===== config.mk =====
export PLATFORM = sky130hd
export DESIGN_NAME = sh2_bus_bridge
export DESIGN_NICKNAME = d
export VERILOG_FILES = /design/src/rtl/sh2_bus_bridge.sv
export SDC_FILE = /design/constraint.sdc
export NUM_CORES = 1
export LEC_CHECK = 0
export BUFFER_PORTS_ARGS = -buffer_cell sky130_fd_sc_hd__buf_4
export CAP_MARGIN = 20
export CORE_ASPECT_RATIO = 2
export CORE_MARGIN = 2
export CORE_UTILIZATION = 50
export DETAILED_ROUTE_END_ITERATION = 8
export GPL_TIMING_DRIVEN = 0
export PLACE_DENSITY_LB_ADDON = 0.08
export SLEW_MARGIN = 20
export SYNTH_ARGS = -nofsm -noshare
export SYNTH_HDL_FRONTEND = slang
export SYNTH_SLANG_ARGS = --single-unit

===== constraint.sdc =====
create_clock -name CLK -period 9.91 [get_ports CLK]
set_clock_uncertainty 0.05 [all_clocks]
set_input_delay 0.991 -clock CLK [delete_from_list [all_inputs] [get_ports CLK]]
set_output_delay 0.991 -clock CLK [all_outputs]
set_load 0.01 [all_outputs]

===== src/rtl/sh2_bus_bridge.sv =====
// sh2_bus_bridge: SH7604 external-bus slave that turns each selected bus cycle
// into one request on a variable-latency memory port. WAIT_N holds the CPU
// until the memory acknowledges or the timeout expires. A minimum stall of
// WS_MIN+1 bus phases is always enforced.
// Optional feature macro: SH_BRIDGE_COMM_EN adds eight 16-bit communication
// registers at 0x4020..0x402E. These are served locally, with no memory request,
// and are exported on COMM_O.
//
// state | meaning
// IDLE  | waiting for a selected bus cycle (or one deferred from DONE)
// REQ   | memory request outstanding, timeout counter running
// HOLD  | data settled, waiting for the minimum stall to elapse
// DONE  | WAIT_N released for one bus phase, DI held stable
`timescale 1ns/1ps
module sh2_bus_bridge #(
  parameter int unsigned WS_MIN  = 1,
  parameter int unsigned TMO_CYC = 255
) (
  input  logic         CLK,
  input  logic         RST,
  input  logic         CE_R,
  input  logic [26:0]  A,
  input  logic [31:0]  DO,
  input  logic         BS_N,
  input  logic         CS0_N,
  input  logic         RD_N,
  input  logic [3:0]   WE_N,
  output logic [31:0]  DI,
  output logic         WAIT_N,
  output logic [26:0]  MEM_A,
  output logic [31:0]  MEM_D,
  output logic [3:0]   MEM_BE,
  output logic         MEM_WR,
  output logic         MEM_REQ,
  input  logic [31:0]  MEM_Q,
  input  logic         MEM_ACK,
  output logic         BUS_ERR,
  input  logic         ERR_CLR
`ifdef SH_BRIDGE_COMM_EN
  ,
  output logic [127:0] COMM_O
`endif
);

  localparam logic [2:0] WS_LD  = 3'(WS_MIN);
  localparam logic [7:0] TMO_LD = 8'(TMO_CYC);

  typedef enum logic [1:0] {IDLE, REQ, HOLD, DONE} state_t;

  state_t      state, state_nxt;
  logic [2:0]  wait_cnt;
  logic [7:0]  tmo_cnt;
  logic        pend;
  logic        sel;
  logic        bus_wr;
  logic [3:0]  bus_be;
  logic [26:0] src_a;
  logic [31:0] src_d;
  logic [3:0]  src_be;
  logic        src_wr;
  logic        start;
  logic        ack_take;
  logic        tmo_hit;
  logic        wait_done;
  logic        comm_hit;

  // Decode the current strobe. A cycle deferred from DONE replays from the
  // already-latched MEM_* registers.
  always_comb begin
    sel    = CE_R & ~BS_N & ~CS0_N;
    bus_wr = RD_N & ~(&WE_N);
    bus_be = bus_wr ? ~WE_N : 4'hF;
    if (pend) begin
      src_a  = MEM_A;
      src_d  = MEM_D;
      src_be = MEM_BE;
      src_wr = MEM_WR;
    end else begin
      src_a  = A;
      src_d  = DO;
      src_be = bus_be;
      src_wr = bus_wr;
    end
  end

`ifdef SH_BRIDGE_COMM_EN
  logic [15:0] comm [8];
  assign comm_hit = (src_a[26:4] == 23'h000402);
`else
  assign comm_hit = 1'b0;
`endif

  // State register
  always_ff @(posedge CLK or posedge RST) begin
    if (RST) state <= IDLE;
    else     state <= state_nxt;
  end

  // Next-state decode and the per-state events used by the datapath.
  // An ack takes priority over a timeout that expires in the same CLK.
  always_comb begin
    state_nxt = state;
    start     = 1'b0;
    ack_take  = 1'b0;
    tmo_hit   = 1'b0;
    wait_done = 1'b0;
    case (state)
      IDLE: begin
        start = CE_R & (pend | (~BS_N & ~CS0_N));
        if (start) state_nxt = comm_hit ? HOLD : REQ;
      end
      REQ: begin
        ack_take = MEM_ACK;
        tmo_hit  = ~MEM_ACK & CE_R & (tmo_cnt == 8'd1);
        if (ack_take | tmo_hit) state_nxt = HOLD;
      end
      HOLD: begin
        wait_done = CE_R & (wait_cnt == 3'd0);
        if (wait_done) state_nxt = DONE;
      end
      DONE: if (CE_R) state_nxt = IDLE;
      default: state_nxt = IDLE;
    endcase
  end

  // Datapath: request latch, counters, read data, wait and error flags.
  always_ff @(posedge CLK or posedge RST) begin
    if (RST) begin
      DI       <= '0;
      WAIT_N   <= 1'b1;
      MEM_A    <= '0;
      MEM_D    <= '0;
      MEM_BE   <= '0;
      MEM_WR   <= 1'b0;
      MEM_REQ  <= 1'b0;
      BUS_ERR  <= 1'b0;
      wait_cnt <= '0;
      tmo_cnt  <= '0;
      pend     <= 1'b0;
    end else begin
      if (tmo_hit)      BUS_ERR <= 1'b1;
      else if (ERR_CLR) BUS_ERR <= 1'b0;

      case (state)
        IDLE: begin
          if (start) begin
            MEM_A    <= src_a;
            MEM_D    <= src_d;
            MEM_BE   <= src_be;
            MEM_WR   <= src_wr;
            MEM_REQ  <= ~comm_hit;
            WAIT_N   <= 1'b0;
            wait_cnt <= WS_LD;
            tmo_cnt  <= TMO_LD;
            pend     <= 1'b0;
`ifdef SH_BRIDGE_COMM_EN
            if (comm_hit & ~src_wr) DI <= {16'h0000, comm[src_a[3:1]]};
`endif
          end
        end
        REQ: begin
          // The minimum stall counts from the start of the cycle, not from the ack.
          if (CE_R && wait_cnt != 3'd0) wait_cnt <= wait_cnt - 3'd1;
          if (ack_take) begin
            MEM_REQ <= 1'b0;
            if (!MEM_WR) DI <= MEM_Q;
          end else if (tmo_hit) begin
            MEM_REQ <= 1'b0;
            DI      <= 32'hFFFF_FFFF;
          end else if (CE_R) begin
            tmo_cnt <= tmo_cnt - 8'd1;
          end
        end
        HOLD: begin
          if (CE_R) begin
            if (wait_cnt == 3'd0) WAIT_N   <= 1'b1;
            else                  wait_cnt <= wait_cnt - 3'd1;
          end
        end
        DONE: begin
          // A cycle started during DONE is parked here and issued from IDLE.
          if (sel) begin
            MEM_A  <= A;
            MEM_D  <= DO;
            MEM_BE <= bus_be;
            MEM_WR <= bus_wr;
            pend   <= 1'b1;
          end
        end
        default: ;
      endcase
    end
  end

`ifdef SH_BRIDGE_COMM_EN
  // Communication register writes, byte-lane merged into the low half-word.
  always_ff @(posedge CLK or posedge RST) begin
    if (RST) begin
      for (int i = 0; i < 8; i++) comm[i] <= '0;
    end else if (start & comm_hit & src_wr) begin
      if (src_be[1]) comm[src_a[3:1]][15:8] <= src_d[15:8];
      if (src_be[0]) comm[src_a[3:1]][7:0]  <= src_d[7:0];
    end
  end

  // Flatten the register file onto the export port.
  always_comb begin
    COMM_O = '0;
    for (int i = 0; i < 8; i++) COMM_O[16*i +: 16] = comm[i];
  end
`endif

endmodule


==> out/metrics.yaml <==
sta:
  clock.fmax_mhz: 441
  finalSetupTns_ns: 0
  hold_violations: 0
  setup_viol: 0
  slew_headroom_pct: 51.2
  finalCriticalPeriod_ns: 2.27
  slew_violations: 0
  rsz0062_at_grt: "false"
  finalCritPeriodShare_pct: 22.9
  setup_ws_ns: 7.64
  worst_pin_slew_ns: 0.732
synth:
  netlist_instances: 462
  synthArstFlopShare_pct: 100
  synth-main-ff-cell: "dfrtp_1"
  synth_cell_types: 46
  ys_seq_elements: 113
  synth-seq-area-share_pct: 60.2
  synth_nets: 575
  yosysWarnings: 0
  syn_area_per_cell_um2: 10.2
  synth-edff-count: 0
  netlist_area_mm2: 0.00470
global_routing:
  grt_max_degree: 78
  grt_pass1_vias: 4435
  grt_pass1_wl_mm: 20.7
  grt-ovfl-total: 0
  grt_usage_pct: 26.1
  antenna_found_initial: 0
clocking:
  cts_made_buffers: 17
  htree_levels: 4
  post_cts_buffers: 0
  clock_sinks: 113
  clkTransAtPathRegs_ns: 0.05
  worstSkewPairLatency_ns: 0.41
  cts_tree: "done"
  cts_resized: 0
  hold_buffers: 0
  root_buffer: "clkbuf_16"
  cts_buffer_depth: 2
critical_path:
  critical-path-top-delay-family: "buffers and inverters"
  cp_slowest_cell: "o2111ai_1"
  critPathLaunch: "state[0]"
  endpoint: "MEM_D[16]"
  cp.depth: 7
  critPathLaunchType: "flop"
  cp_max_fo: 10
  r2r_start: "state[0]"
  path_cells: "inv_1 > ha_1 > buf_6 > o2111ai_1 > clkbuf_1 > nand2_1 > nand2_1"
  timing.rr.end: "MEM_D[16]"
  critical_path_buf_inv_count: 3
  r2r_cells: 7
  crit_type: "flop to flop"
  slowest_delay_ns: 0.62
  r2r_setup_slack_ns: 7.64
  endpoint_kind: "flop"
  path_common_cell: "nand2_1"
  critPathArrivalTime_ns: 2.56
  worstPathRequired_ns: 10.20
cells_and_area:
  n_antenna_cell: 0
  final_cell_mix: "buf_4 (205), nand2_1 (186), dfrtp_1 (112)"
  syn_to_final_growth_pct: 48.4
  final_common_cell: "buf_4"
  fin_nets: 796
  n_fill_cell: 668
  final_layout_size_suffix_gt1_share_pct: 36.5
  stdcell_count: 799
placed_design:
  dp_slack_ns: 7.27
  numPlacedInstances: 768
  io_buffer_count: 201
  gp_congestion: 0.816
  hpwl_mm: 9.26
flow_run:
  drv_cap: 0
route:
  ant_nets: 0
  drt_iter0_drc: 298
  via_per_inst: 5.23
  dr.pass1.iters: 4
  wl_per_cell_um: 15.6
  vias: 4179
  routed_wl_mm: 12.4
  drc: 0
floorplan:
  num_rows: 50
  die_h_um: 141
  core-area_mm2: 0.00926
  die_w_um: 72.5
  pin_count: 202
  start_util_pct: 50.7
  dieArea_mm2: 0.0102
power:
  ir_worst_vdd_mv: 0.170
  power_leakage_uw: 0.00356
  power_density_mw_per_mm2: 320
outcome:
  status: "complete, no violations"
min_path:
  hp-class: "flop to flop"
[cell usage after synthesis, types with 2 or more instances]
master,number,area (um^2)
nand3_1,3,15.0
buf_4,4,30.0
o22a_1,32,280
and4bb_2,2,25.0
ha_1,10,125
inv_1,10,37.5
nand2b_1,4,25.0
mux2i_1,2,20.0
nor3_1,3,15.0
buf_2,2,10.0
a21oi_1,11,55.1
clkbuf_1,13,48.8
nor2_1,11,41.3
nand2_1,186,698
a31oi_1,14,87.6
buf_1,3,11.3
nor2b_1,5,31.3
buf_6,3,33.8
o21ai_0,5,25.0
dfrtp_1,112,2800
mux2_2,2,22.5
[kinds of logic after synthesis]
| group | after synthesis | share of synthesized area, % |
|---|---|---|
| AOI/OAI and AO/OA | 77 | 12.4 |
| adders and majority gates | 10 | 2.66 |
| buffers and inverters | 35 | 3.65 |
| DFF | 113 | 60.2 |
| muxes | 4 | 0.905 |
| and+or+nand+nor | 223 | 20.2 |
[worst min path at each step]
| stage | slack (ns) | depth (start not counted) | start | end |
|---|---|---|---|---|
| after global placement | 0.41 | 2 | MEM_D[13] | MEM_D[13] |
| after floorplan | 0.45 | 2 | wait_cnt[1] | wait_cnt[1] |
| after detailed placement | 0.41 | 2 | MEM_A[12] | MEM_A[12] |
| after global routing | 0.44 | 2 | MEM_D[5] | MEM_D[5] |
| final | 0.42 | 2 | MEM_A[12] | MEM_A[12] |
| after CTS | 0.43 | 2 | MEM_A[12] | MEM_A[12] |
[worst min-delay path, delay by kind of cell, from the launching register on]
| kind | cells | cell delay [ns] |
|---|---|---|
| and+or+nand+nor | 2 | 0.11 |
| DFF | 1 | 0.34 |
[metal layers]
layer	wire [um]	up-vias	global-route usage (%)
li1	-	1988	-
met1	4430	1991	27.1
met2	6650	174	45.4
met3	1010	26	9.29
met4	350	0	12.5
met5	0	-	0
[state kept, by name (all words and copies together) (netlist names)]
signal    count
WAIT_N        1
DI           32
pend          1
MEM_BE        4
MEM_WR        1
MEM_A        27
wait_cnt      3
state         2
tmo_cnt       8
MEM_REQ       1
BUS_ERR       1
MEM_D        32
[where the power goes]
group          leakage [uW]  internal, uW  switching (uW)
Sequential          0.00132           666             120
Combinational       0.00194           422             407
Clock              0.000295           412             204
Total               0.00356          1500             730
[metrics by stage]
| stage | total power (uW) | hold slack (ns) | instance area (um^2) | utilization [%] |
|---|---|---|---|---|
| after floorplan | 1190 | 0.453 | 4700 | - |
| after global placement | 1590 | 0.410 | 6340 | 68.4 |
| after detailed placement | 1620 | 0.413 | 6370 | 68.8 |
| after CTS | 2250 | 0.426 | 6970 | 75.3 |
| after global routing | 2370 | 0.439 | 6970 | 75.3 |
| final | 2230 | 0.422 | 6970 | 75.3 |
[final cells by class]
| class | instances | area [um^2] | share of cell area [%] |
|---|---|---|---|
| Tap cell | 104 | 130 | 1.87 |
| Multi-Input combinational cell | 314 | 1700 | 24.3 |
| Buffer | 25 | 134 | 1.92 |
| Clock buffer | 21 | 470 | 6.75 |
| Clock inverter | 10 | 134 | 1.92 |
| Inverter | 10 | 42.5 | 0.610 |
| Timing Repair Buffer | 202 | 1540 | 22.0 |
| Sequential cell | 113 | 2830 | 40.6 |
Note: power is estimated with default switching activity, not from simulation.
